### src/rtl/regbank_ctrl.sv
//------------------------------------------------------------------------------
// regbank_ctrl: round-robin access controller between two requesters and a
// register bank; issues one-hot word strobes and returns read data / ack.
//------------------------------------------------------------------------------
`default_nettype none

module regbank_ctrl #(
    parameter int NREG = 8,
    parameter int AW   = 3,
    parameter int DW   = 8
) (
    input  logic                 clk,
    input  logic                 rstb,
    input  logic                 m0_req,
    input  logic                 m1_req,
    input  logic                 m0_we,
    input  logic                 m1_we,
    input  logic [AW-1:0]        m0_addr,
    input  logic [AW-1:0]        m1_addr,
    input  logic [DW-1:0]        m0_wdata,
    input  logic [DW-1:0]        m1_wdata,
    output logic                 m0_gnt,
    output logic                 m1_gnt,
    output logic                 m0_ack,
    output logic                 m1_ack,
    output logic                 m0_err,
    output logic                 m1_err,
    output logic [DW-1:0]        m0_rdata,
    output logic [DW-1:0]        m1_rdata,
    output logic [NREG-1:0]      reg_write,
    output logic [NREG-1:0]      reg_read,
    output logic [DW-1:0]        reg_wdata,
    input  logic [NREG*DW-1:0]   reg_ro
);

    typedef enum logic [1:0] {
        IDLE   = 2'd0,
        ACCESS = 2'd1,
        DONE   = 2'd2
    } state_t;

    state_t          state_q, state_d;
    logic            win_q, win_d;      // 0 = m0, 1 = m1
    logic            last_q, last_d;    // port granted most recently
    logic            we_q, we_d;
    logic [AW-1:0]   addr_q, addr_d;
    logic [DW-1:0]   wdata_q, wdata_d;
    logic            err_q, err_d;
    logic [DW-1:0]   rdata_q, rdata_d;
    logic [DW-1:0]   ro_or;
    logic            in_access, in_done;
    logic [NREG-1:0] strobe;

    function automatic logic addr_bad(input logic [AW-1:0] a);
        return 32'(a) >= 32'(NREG);
    endfunction

    // Unselected words read as zero, so OR-ing all words yields the selected one.
    always_comb begin
        ro_or = '0;
        for (int i = 0; i < NREG; i++) begin
            ro_or = ro_or | reg_ro[i*DW +: DW];
        end
    end

    always_comb begin
        state_d = state_q;
        win_d   = win_q;
        last_d  = last_q;
        we_d    = we_q;
        addr_d  = addr_q;
        wdata_d = wdata_q;
        err_d   = err_q;
        rdata_d = rdata_q;
        case (state_q)
            IDLE: begin
                if (m0_req || m1_req) begin
                    win_d   = (m0_req && m1_req) ? ~last_q : m1_req;
                    last_d  = win_d;
                    we_d    = win_d ? m1_we    : m0_we;
                    addr_d  = win_d ? m1_addr  : m0_addr;
                    wdata_d = win_d ? m1_wdata : m0_wdata;
                    err_d   = addr_bad(addr_d);
                    rdata_d = '0;
                    state_d = ACCESS;
                end
            end
            ACCESS: begin
                rdata_d = (!we_q && !err_q) ? ro_or : '0;
                state_d = DONE;
            end
            DONE:    state_d = IDLE;
            default: state_d = IDLE;
        endcase
    end

    always_ff @(posedge clk) begin
        if (!rstb) begin
            state_q <= IDLE;
            win_q   <= 1'b0;
            last_q  <= 1'b1;
            we_q    <= 1'b0;
            addr_q  <= '0;
            wdata_q <= '0;
            err_q   <= 1'b0;
            rdata_q <= '0;
        end else begin
            state_q <= state_d;
            win_q   <= win_d;
            last_q  <= last_d;
            we_q    <= we_d;
            addr_q  <= addr_d;
            wdata_q <= wdata_d;
            err_q   <= err_d;
            rdata_q <= rdata_d;
        end
    end

    // Qualifying with rstb kills a strobe whose ACCESS edge coincides with reset.
    assign in_access = rstb && (state_q == ACCESS);
    assign in_done   = rstb && (state_q == DONE);
    assign strobe    = (in_access && !err_q) ? (NREG'(1) << addr_q) : '0;

    assign reg_write = we_q ? strobe : '0;
    assign reg_read  = we_q ? '0 : strobe;
    assign reg_wdata = (in_access && !err_q) ? wdata_q : '0;

    assign m0_gnt   = in_access && !win_q;
    assign m1_gnt   = in_access &&  win_q;
    assign m0_ack   = in_done && !win_q;
    assign m1_ack   = in_done &&  win_q;
    assign m0_err   = m0_ack && err_q;
    assign m1_err   = m1_ack && err_q;
    assign m0_rdata = m0_ack ? rdata_q : '0;
    assign m1_rdata = m1_ack ? rdata_q : '0;

endmodule

`default_nettype wire

### config.mk
export PLATFORM = sky130hd
export DESIGN_NAME = regbank_ctrl
export DESIGN_NICKNAME = d
export VERILOG_FILES = /design/src/rtl/regbank_ctrl.sv
export SDC_FILE = /design/constraint.sdc
export NUM_CORES = 1
export LEC_CHECK = 0
export CORE_MARGIN = 2
export CORE_UTILIZATION = 34
export CTS_CLUSTER_SIZE = 14
export DETAILED_ROUTE_END_ITERATION = 10
export PLACE_DENSITY = 0.87
export SLEW_MARGIN = 20
export SYNTH_ARGS = -nofsm -noshare
export SYNTH_HDL_FRONTEND = slang
export SYNTH_SLANG_ARGS = --single-unit
### constraint.sdc
create_clock -name clk -period 4.3 [get_ports clk]
set_input_delay 1.29 -clock clk [delete_from_list [all_inputs] [get_ports clk]]
set_output_delay 1.29 -clock clk [all_outputs]
set_load 0.005 [all_outputs]
Word level (Yosys, flattened, before mapping)
Cells that the tools add are included.

Bits in registers: 24. Output and inout bits: 46. Bits in read-only memories: 0. Input port bits: 92. Bits in latches: 0. Logic and storage cells: 47. Bits in writable memories: 0. Memories kept: 0.

Reductions and logical operators: 13. Bitwise logic cells: 8. Mux-type cells: 15. Order comparisons: 0. Equal/unequal tests: 3. Add/subtract/negate cells: 0. Shifts and indexed selects: 1. Multipliers: 0. Divide/modulo/power cells: 0.

Operators by type and width (number): $mux W8 (9); $or A8 B8 Y8 (7); $pmux W8 S2 (1); $shl A1 B3 Y8 const A (1); $logic_and A1 B1 Y1 (7); $pmux W2 S2 (1); $reduce_and A2 Y1 (2); $mux W3 (1); $eq A2 B1 Y1 const B (1); $eq A2 B2 Y1 const B (1); $logic_not A2 Y1 (1); $mux W1 (2); $mux W2 (1); $ne A2 B2 Y1 const B (1); $reduce_bool A2 Y1 (1); $logic_not A1 Y1 (1); $logic_or A1 B1 Y1 (1); $not A1 Y1 (1).

Longest topological paths before layout
Word-level depth: 9. Gate-level depth with buffers: 5. Mapped depth without buffers: 3.

Worst setup path before layout
No wires, ideal clock.

Kind: input to output. From: input rstb. To: output reg_write[4]. Data required time: 3.010 ns. Arrival: 1.943 ns. Slack: 1.067 ns. Cell stages on the path: 4. Path buffers: 1. Path through: nor2b_1 > buf_2 > nand4_2 > nor3_1.

Word-level cells in the longest chain between the ends: 3.

RTL lines: start: declaration (RTL line 13) `input logic rstb,`; $logic_and A1 B1 Y1 (RTL line 120) `assign in_access = rstb && (state_q == ACCESS);`; $mux W8 (RTL line 122) `assign strobe = (in_access && !err_q) ? (NREG'(1) << addr_q) : '0;`; $mux W8 (RTL line 124) `assign reg_write = we_q ? strobe : '0;`; end: declaration (RTL line 30) `output logic [NREG-1:0] reg_write,`.

No other way between the ends.

Worst setup path in the final report
From: input rstb. To: output m1_rdata[7].

Word-level cells in the longest chain between the ends: 3.

RTL lines: $logic_and A1 B1 Y1 (RTL line 121) `assign in_done = rstb && (state_q == DONE);`; $logic_and A1 B1 Y1 (RTL line 131) `assign m1_ack = in_done && win_q;`; $mux W8 (RTL line 135) `assign m1_rdata = m1_ack ? rdata_q : '0;`; end: declaration (RTL line 29) `output logic [DW-1:0] m1_rdata,`.

No other way between the ends.

==> impl_metrics.ini <==
[status]
status = finished, final reports clean

[global_route]
overflow = 0
grt_usage = 0.214
grt_pass1_vias = 1915
antenna_found_initial = 0
grt_pass1_wl_mm = 8.76
grt_max_degree = 19

[synth]
synth_top_cells_by_count = 34 x nand2_1, 24 x dfxtp_1, 17 x and2_1, 16 x nor4_1, 13 x a21oi_1
synth_area_leader_cell = dfxtp_1
yosysMostFrequentCell = nand2_1
syn_area_mm2 = 0.00154
synth_warnings = 0
synth_top_area_share = 0.312
synth.top_cells.by_area = dfxtp_1 31%, a311oi_2 9.7%, nand2_1 8.3%, and2_1 6.9%, nor4_1 6.5%
yosys_most_used_dff = dfxtp_1
ys_seq_area_frac = 0.312
postSynthAreaPerCell_um2 = 8.20
yosysUniqueCellTypes = 35
synth_cells = 188
synth_edf_count = 0
async_flop_share = 0
synth-seq-cells = 24

[sta]
min_period_ps = 3910
skew_ps = 1.59
rsz0062_at_grt = no
holdWs_ps = 492
finalHoldViolCount = 0
period_share = 0.910
slew_headroom = 0.513
finalWorstSetupSlack_ps = 386
setup_viol = 0
worst_slew_pin_slew_ps = 730
clock.fmax_ghz = 0.255
drv_slew = 0

[cells_and_area]
regArea_um2 = 480
multi_input_area_mm2 = 0.00101
final_area_mm2 = 0.00307
num_antenna_cells = 0
nFillCells = 373
layout-drive-gt1-share = 0.126
fin_nets = 418
area_growth_syn_to_layout_pct = 99.4

[critical_path]
path_class = input pin to output port
cpMaxStageDelayCell = clkdlybuf4s50_1
critical-path-max-stage-delay_ps = 500
arrival_ps = 2620
reg2regPathDepth = 3
path_cells = dlymetal6s2s_1 > buf_6 > nand2_2 > nor3b_4 > buf_4 > and2_1 > clkdlybuf4s50_1
timing.rr.start = state_q[0]
startpoint_type = input pin
cp_max_fo = 6
ff2ff_setup_slack_ps = 2620
required_ps = 3010
cp-end-kind = output port
r2r_end = wdata_q[5]

[die]
die_w_um = 71.3
num_rows = 24
initial_core_util = 0.354
die-area_mm2 = 0.00509
die_height_um = 71.3
core_mm2 = 0.00435
io_pins = 138

[route]
drt_pre_antenna_iters = 4
drcViolationCount = 0
routedWlPerCell_um = 14.9
via_per_inst = 5.05
routed_wl_mm = 5.64
ant_nets = 0
vias = 1903
drtIter0Drc = 103

[clocking]
path_clk_slew_ps = 80
htreeDepth = 1
worstSkewPairLatency_ps = 270
cts_buffers = 3
cts-root-buf = clkbuf_8
cts_sinks = 24
ctsHoldBuffers = 0
cts_tree = done
clk_path_buf_depth = 2

[min_path]
holdPathStages = 1
hp-class = flip-flop to flip-flop
min_to = rdata_q[6]
hold_path.startpoint = rdata_q[6]

[power_and_ir_drop]
peakVddDrop_uv = 199
power_density_mw_per_mm2 = 217
total_leakage_power_nw = 1.18

[placement]
place.gp.congestion = 0.819
dp_hpwl_mm = 4.45
dpl_cell_area_mm2 = 0.00292
place_ws_ps = -54.1
portBuffers = 135

[job]
max-cap-violations = 0
-- layout by cell type, fill, tap and decap left out, types with 2 or more instances in the layout --
| cell | count |
|---|---|
| nor2b_1 | 2 |
| nor4_1 | 16 |
| nor2_1 | 12 |
| and3_1 | 11 |
| dfxtp_1 | 24 |
| nand2b_1 | 2 |
| conb_1 | 2 |
| and2_1 | 17 |
| a22o_1 | 8 |
| buf_6 | 2 |
| a311oi_1 | 2 |
| a311oi_2 | 10 |
| clkdlybuf4s50_1 | 133 |
| nand2_2 | 2 |
| nand2_1 | 33 |
| dlymetal6s2s_1 | 2 |
| clkbuf_8 | 3 |
| buf_4 | 9 |
| nor3_2 | 5 |
| a21oi_1 | 13 |
-- layer usage --
metal,share of wire,GRT usage,vias to the layer above
met1,0.37,0.244,859
met4,0.022,0.0818,0
met5,0,0,-
li1,-,-,952
met3,0.073,0.0422,10
met2,0.53,0.392,82
-- critical path, delay by kind of cell --
kind	cells	cell delay, ps
simple gates	3	420
buf+inv	4	910
-- power breakdown --
group | internal, W | switching [W]
registers | 0.000244 | 0.0000262
clock network | 0.000125 | 0.0000745
logic | 0.000125 | 0.0000718
total | 0.000494 | 0.000173
-- sequential cells by signal, summed over array words and instances (netlist names) --
register / cells
we_q: 1
state_q: 2
addr_q: 3
win_q: 1
rdata_q: 8
last_q: 1
wdata_q: 8
-- worst max-delay path by stage --
stage | end | slack [ps] | depth (start not counted) | start
floorplan | reg_write[4] | 1070 | 4 | rstb
global placement | m1_rdata[2] | -1 | 6 | rstb
detailed placement | m1_rdata[0] | -50 | 6 | rstb
CTS | reg_read[0] | 20 | 6 | rstb
global route | reg_write[2] | 290 | 7 | rstb
finish | m1_rdata[7] | 390 | 7 | rstb
-- cells by family (layout without fill, tap and decap cells) --
| family | Yosys count | after routing | share of synthesized area |
|---|---|---|---|
| compound gates | 39 | 39 | 0.237 |
| other cells | 1 | 2 | 0.00243 |
| buf+inv | 15 | 151 | 0.0601 |
| simple gates | 109 | 109 | 0.389 |
| flops | 24 | 24 | 0.312 |
-- cell type report --
cell class	count	area share
repair buffers	146	0.471
clock inverters	1	0.00977
inverters	1	0.00122
multi-input cells	150	0.327
flip-flops and latches	24	0.156
clock buffers	3	0.0134
well taps	52	0.0212
-- stage by stage --
step                       util  total power (W)  cells  setup TNS [ps]
after floorplan               -         0.000355    189               0
after global placement    0.670         0.000459    368           -2.39
after detailed placement  0.670         0.000465    368            -316
after CTS                 0.690         0.000661    374               0
after global routing      0.706         0.000698    377               0
final                     0.706         0.000667    377               0
-- repair_timing --
item / in CTS / in global routing
setup endpoints to repair: 8 / 33
resized for setup: 0 / 12
pin swaps: 1 / 1
setup buffers: 2 / 3
(Power assumes the default switching activity.)
